<file path="src/rtl/arith_pkg.sv">
// arith_pkg: shared constants, mode encoding and stage record for the arithmetic datapath
package arith_pkg;

    localparam int DEF_WIDTH = 16;
    localparam int DEF_SEG   = 4;

    localparam logic MODE_ADD = 1'b0;
    localparam logic MODE_SUB = 1'b1;

    function automatic int num_stages(input int width, input int seg);
        return width / seg;
    endfunction

    typedef struct packed {
        logic                 valid;
        logic [DEF_WIDTH-1:0] a;
        logic [DEF_WIDTH-1:0] b;
        logic [DEF_WIDTH-1:0] s;
        logic                 c;
    } stage_rec_t;

endpackage

</file>
<file path="src/rtl/seg_adder.sv">
// seg_adder: combinational SEG-bit adder slice
//   a, b : SEG-bit addends
//   cin  : carry in
//   s    : SEG-bit sum
//   cout : carry out of the slice MSB
module seg_adder #(
    parameter int SEG = 4
) (
    input  logic [SEG-1:0] a,
    input  logic [SEG-1:0] b,
    input  logic           cin,
    output logic [SEG-1:0] s,
    output logic           cout
);

    assign {cout, s} = {1'b0, a} + {1'b0, b} + {{SEG{1'b0}}, cin};

endmodule

</file>
<file path="src/rtl/pipelined_addsub.sv">
// pipelined_addsub: segment-pipelined add/sub, one SEG-bit slice per stage, valid/ready on both sides
//   clk, rst            : clock, async active-high reset
//   in_valid / in_ready : operand handshake (a, b, cin, sub)
//   out_valid/out_ready : result handshake (sum, cout, ovf)
module pipelined_addsub
    import arith_pkg::*;
#(
    parameter int WIDTH = DEF_WIDTH,
    parameter int SEG   = DEF_SEG
) (
    input  logic             clk,
    input  logic             rst,
    input  logic             in_valid,
    output logic             in_ready,
    input  logic [WIDTH-1:0] a,
    input  logic [WIDTH-1:0] b,
    input  logic             cin,
    input  logic             sub,
    output logic             out_valid,
    input  logic             out_ready,
    output logic [WIDTH-1:0] sum,
    output logic             cout,
    output logic             ovf
);

    localparam int STAGES = num_stages(WIDTH, SEG);

    if (WIDTH % SEG != 0 || STAGES < 1) begin : g_bad_cfg
        $error("pipelined_addsub: WIDTH must be a non-zero multiple of SEG");
    end

    typedef struct packed {
        logic             v;
        logic [WIDTH-1:0] a;
        logic [WIDTH-1:0] b;
        logic [WIDTH-1:0] s;
        logic             c;
    } beat_t;

    beat_t          st  [STAGES];
    beat_t          src [STAGES];
    logic [SEG-1:0] ss  [STAGES];
    logic           cc  [STAGES];
    logic           adv;

    // whole pipe moves as one; a full output slot that is not taken freezes everything
    assign adv      = ~out_valid | out_ready;
    assign in_ready = adv;

    // subtract is a + ~b + 1, so cin is ignored in that mode
    assign src[0] = {in_valid, a, (sub == MODE_SUB) ? ~b : b, {WIDTH{1'b0}},
                     (sub == MODE_SUB) ? 1'b1 : cin};

    genvar k;
    for (k = 0; k < STAGES; k++) begin : g_stage
        if (k > 0) begin : g_link
            assign src[k] = st[k-1];
        end
        seg_adder #(.SEG(SEG)) u_add (
            .a   (src[k].a[k*SEG +: SEG]),
            .b   (src[k].b[k*SEG +: SEG]),
            .cin (src[k].c),
            .s   (ss[k]),
            .cout(cc[k])
        );
    end

    always_ff @(posedge clk or posedge rst) begin
        if (rst) begin
            for (int i = 0; i < STAGES; i++) st[i] <= '0;
        end else if (adv) begin
            for (int i = 0; i < STAGES; i++) begin
                st[i]                <= src[i];
                st[i].s[i*SEG +: SEG] <= ss[i];
                st[i].c              <= cc[i];
            end
        end
    end

    assign out_valid = st[STAGES-1].v;
    assign sum       = st[STAGES-1].s;
    assign cout      = st[STAGES-1].c;
    assign ovf       = (st[STAGES-1].a[WIDTH-1] == st[STAGES-1].b[WIDTH-1]) &
                       (st[STAGES-1].s[WIDTH-1] != st[STAGES-1].a[WIDTH-1]);

endmodule

</file>
<file path="config.mk">
export PLATFORM = sky130hd
export DESIGN_NAME = pipelined_addsub
export DESIGN_NICKNAME = d
export VERILOG_FILES = /design/src/rtl/arith_pkg.sv /design/src/rtl/seg_adder.sv /design/src/rtl/pipelined_addsub.sv
export SDC_FILE = /design/constraint.sdc
export NUM_CORES = 1
export LEC_CHECK = 0
export BUFFER_PORTS_ARGS = -buffer_cell sky130_fd_sc_hd__buf_4
export CAP_MARGIN = 20
export CORE_MARGIN = 10
export CORE_UTILIZATION = 30
export DETAILED_ROUTE_END_ITERATION = 12
export PLACE_DENSITY = 0.47
export SYNTH_ARGS = -nofsm -noshare
export SYNTH_HDL_FRONTEND = slang
export SYNTH_HIERARCHICAL = 1
export SYNTH_SLANG_ARGS = --single-unit
export TNS_END_PERCENT = 10
</file>
<file path="constraint.sdc">
create_clock -name clk -period 9 [get_ports clk]
set_clock_uncertainty 0.05 [all_clocks]
set_input_delay 0.9 -clock clk [delete_from_list [all_inputs] [get_ports clk]]
set_output_delay 0.9 -clock clk [all_outputs]
set_load 0.03 [all_outputs]
</file>
* Word-level counts from Yosys, hierarchy flattened
Cells that the tools add are included.
Word-level totals: flip-flop bits (word level) 176, input port bits 38, logic and storage cells 36
Operators by class: add/sub/neg operators 8, equal/unequal tests 2, multiplexer cells 2, bitwise gates (word level) 4
Operators by type and width (number):
- 4-bit by 4-bit adder with 5-bit output | 4
- 5-bit by 1-bit adder with 5-bit output | 4
- 16-bit two-way mux | 1
- 16-bit inverter | 1
- 1-bit AND | 1
- 1-bit equality test | 1
- 1-bit two-way mux | 1
- 1-bit != test | 1
- 1-bit inverter | 1
- 1-bit bitwise OR | 1

* Logic depth before layout (Yosys ltp)
depth in word-level cells 4, gate-level depth with buffers 10, gate-level depth less buffers 8

* Modules after synthesis
The synthesis kept the hierarchy.
Modules (own cells, without submodules):
- pipelined_addsub | times used 1, cells each 247, area each 3967.6 sq um, seq. area each 2452.4 sq um
- seg_adder | times used 4, cells each 16, area each 143.9 sq um, seq. area each 0.0 sq um

* Least setup slack after synthesis
No wires, ideal clock.
path kind input to register, start point input port sub, end point register st, in the netlist src[100], library setup time 0.125 ns, arrival time 2.668 ns, data required time 8.825 ns, setup slack 6.157 ns, stages 10, buffers on the path 2, cell sequence buf_2 > buf_4 > or2_2 > fa_1 > inv_1 > fa_1 > nor2b_1 > o21ai_0 > nand2b_1 > mux2_2
RTL lines:
- start, declared | RTL line pipelined_addsub.sv:18 | input logic sub,
- end signal, assigned by index | RTL line pipelined_addsub.sv:73 | st[i] <= src[i];
- end, declared | RTL line pipelined_addsub.sv:40 | beat_t st [STAGES];

* Worst setup path after layout
start point input port out_ready, end point output port in_ready
On the way: word-level cells in the longest chain between the ends 1
RTL lines:
- start, declared | RTL line pipelined_addsub.sv:20 | input logic out_ready,
- 1-bit bitwise OR | RTL line pipelined_addsub.sv:47 | assign adv = ~out_valid | out_ready;
- end, declared | RTL line pipelined_addsub.sv:14 | output logic in_ready,
No other way between the ends.

==> results by group <==
Synthesis
  – Syn avg cell area: 14.6 sq um
  – Share of synthesized registers carrying an async set or reset: 100%
  – Post-Syn Nets: 369
  – EDFF count, synth: 0
  – Synth Warn #: 6
  – Dominant cell type by area after synthesis: dfrtp_1
  – Register area share after synthesis: 54.0%
  – Synth cell types: 20
  – Most frequent cell after synthesis: dfrtp_1
  – Area share of the largest cell type after synthesis: 54.0%
  – Mapped Cells: 311
  – Top cells by count, synth: dfrtp_1 (98), mux2_2 (89), buf_4 (17), inv_1 (17), xor2_1 (16)
  – Yosys reg bits: 98
  – Synth Flop Type: dfrtp_1
  – Post-Syn Area: 4540 sq um
  – Area contributors post-synth: dfrtp_1 (54%), mux2_2 (22%), fa_1 (3.5%)

Power
  – Max VDD drop: 0.106 mV
  – PD cells: 360 nW/um^2
  – Pwr Total: 1.93 mW
  – Leak: 2.44 nW

STA
  – Tmin final: 2.72 ns
  – Fin Setup TNS: 0 ns
  – FMAX: 368 MHz
  – Min Hold Slack: 0.402 ns
  – Hold Violations, Final: 0
  – RSZ-0062 raised after global routing: no
  – Final Max Tran Viols: 0
  – Final Worst Setup Slack: 6.28 ns
  – Final setup violation count: 0
  – Worst-Margin Slew: 0.723 ns
  – Relative slew slack: 51.8%
  – Period utilization: 30.2%

Critical path
  – Critical path cell sequence: buf_4 > nand2b_4 > buf_4
  – Crit path max fanout: 47
  – Worst path arrival time: 1.77 ns
  – Critical path's most frequent cell: buf_4
  – CP Capture Type: primary output
  – Cell family with most CP delay: simple AND/OR/NAND/NOR gates
  – CP Data Required Time: 8.05 ns
  – Count of buffer and inverter cells on the critical path: 2
  – CP max stage cell: nand2b_4
  – CP Launch Type: input port
  – CP peak stage delay: 0.50 ns
  – Setup CP Type: in2out

CTS
  – Setup bufs post-CTS: 0
  – TritonCTS Sinks: 98
  – CTS root buf: clkbuf_16
  – Post_cts resized: 0
  – Clk Latency, worst-skew pair: 0.34 ns
  – Clock Pin Slew Worst Setup and Hold Paths: 0.07 ns
  – Clk buf depth: 2
  – H-Tree Depth: 3
  – TritonCTS buffer count: 9
  – Hold_buf cts: 0
  – CTS tree: yes

Drt
  – Routed Antenna Nets: 0
  – Initial DRC count: 88
  – DRT Pass-1 Iters: 4
  – Via-per-instance ratio: 4.34
  – DRT Wirelength: 7.80 mm
  – DR vias: 2353
  – Routed wire per std cell: 14.4 um
  – # DRC: 0

GRT
  – Largest net degree at the start of global routing: 80
  – GRT overflow: 0
  – Antenna violations before repair: 0
  – Vias in the first global route: 2654
  – First-pass GRT wire length: 13.5 mm
  – Global Route Usage Sum: 8.39%

Min path
  – Worst hold path type: reg2reg

Layout
  – Multi-input logic area: 1820 sq um
  – Fillers: 1403
  – Final net count: 411
  – # diodes: 0
  – Share of layout cells above drive strength 1: 50.0%
  – FF/Latch Area: 2450 sq um
  – Post-route cell area: 5370 sq um
  – Area growth syn-to-layout: 18.2%
  – Final core area utilization: 36.5%
  – Finished Layout Cells: 542

Place
  – Buffers on Ports: 57
  – Final HPWL DP: 5.38 mm
  – Final RePlAce weighted congestion: 0.651
  – Placed inst area: 5010 sq um
  – Total placed cells including tap cells: 525
  – Placement Setup Slack: 6.16 ns

Floorplan
  – Site Rows: 44
  – Starting density of the core: 30.9%
  – Num ports: 58
  – Core box area: 14700 sq um
  – Die height: 143 um
  – Die ar.: 20500 sq um
  – Die Wd: 143 um

Run status
  – Outcome: completed

Job
  – Max_cap viols: 0
worst paths after layout:
kind | from | end | slack (ns) | cells past startpoint
max | out_ready | in_ready | 6.28 | 3
min | src[49] | out_valid | 0.40 | 1
max reg2reg | out_valid | sum[8] | 6.79 | 3
min reg2reg | src[49] | out_valid | 0.40 | 1
max in group asynchronous | rst | src[147] | 7.46 | 4
min in group asynchronous | rst | out_valid | 0.44 | 2
final cells by class:
cell class	count	share of cell area, %
sequential	98	45.7
clock inverter	4	1.37
tap	184	4.29
inverter	17	1.23
multi-input combinational	167	33.9
timing repair buffer	60	8.76
clock buffer	12	4.78
report_power, final:
group	internal [mW]	leakage, nW	switching (mW)
Sequential	0.642	1.14	0.115
Combinational	0.419	1.14	0.336
Clock	0.259	0.163	0.161
metal layers:
metal / up-vias / track usage (%) / wire (um)
met5: - / 0 / 0
met4: 0 / 4.56 / 187
met3: 13 / 3.12 / 428
met2: 38 / 12.7 / 3630
met1: 1178 / 10.1 / 3560
li1: 1124 / - / -
placed cells by master, fill, tap and decap left out:
master     count
xor2_1        16
o22ai_1        1
buf_4         59
o21ai_0        4
dfrtp_1       98
buf_16         1
inv_4          1
mux2_2        89
nand2_1        1
clkbuf_1       1
clkinv_4       1
a21oi_2        4
clkinv_2       1
xnor2_1        8
nor2b_1        4
nand2b_4       1
clkbuf_16      9
fa_1           8
inv_1         16
clkbuf_8       2
a21o_1         4
or2_2          1
nand2b_1       6
bufinv_16      2
ha_1          12
mux2_4         8
state kept, by name, summed over array words and instances, names as in the netlist:
signal and cells:
cout 1, out_valid 1, src 78, st 2, sum 16
kinds of logic after synthesis:
group	Yosys count	share of synthesized area [%]
compound gates	13	2.01
xor+xnor	24	4.63
fa+ha+maj	20	6.83
buf+inv	46	5.95
flops	98	54.0
mux	97	24.7
simple gates	13	1.90
(Power assumes the default switching activity.)
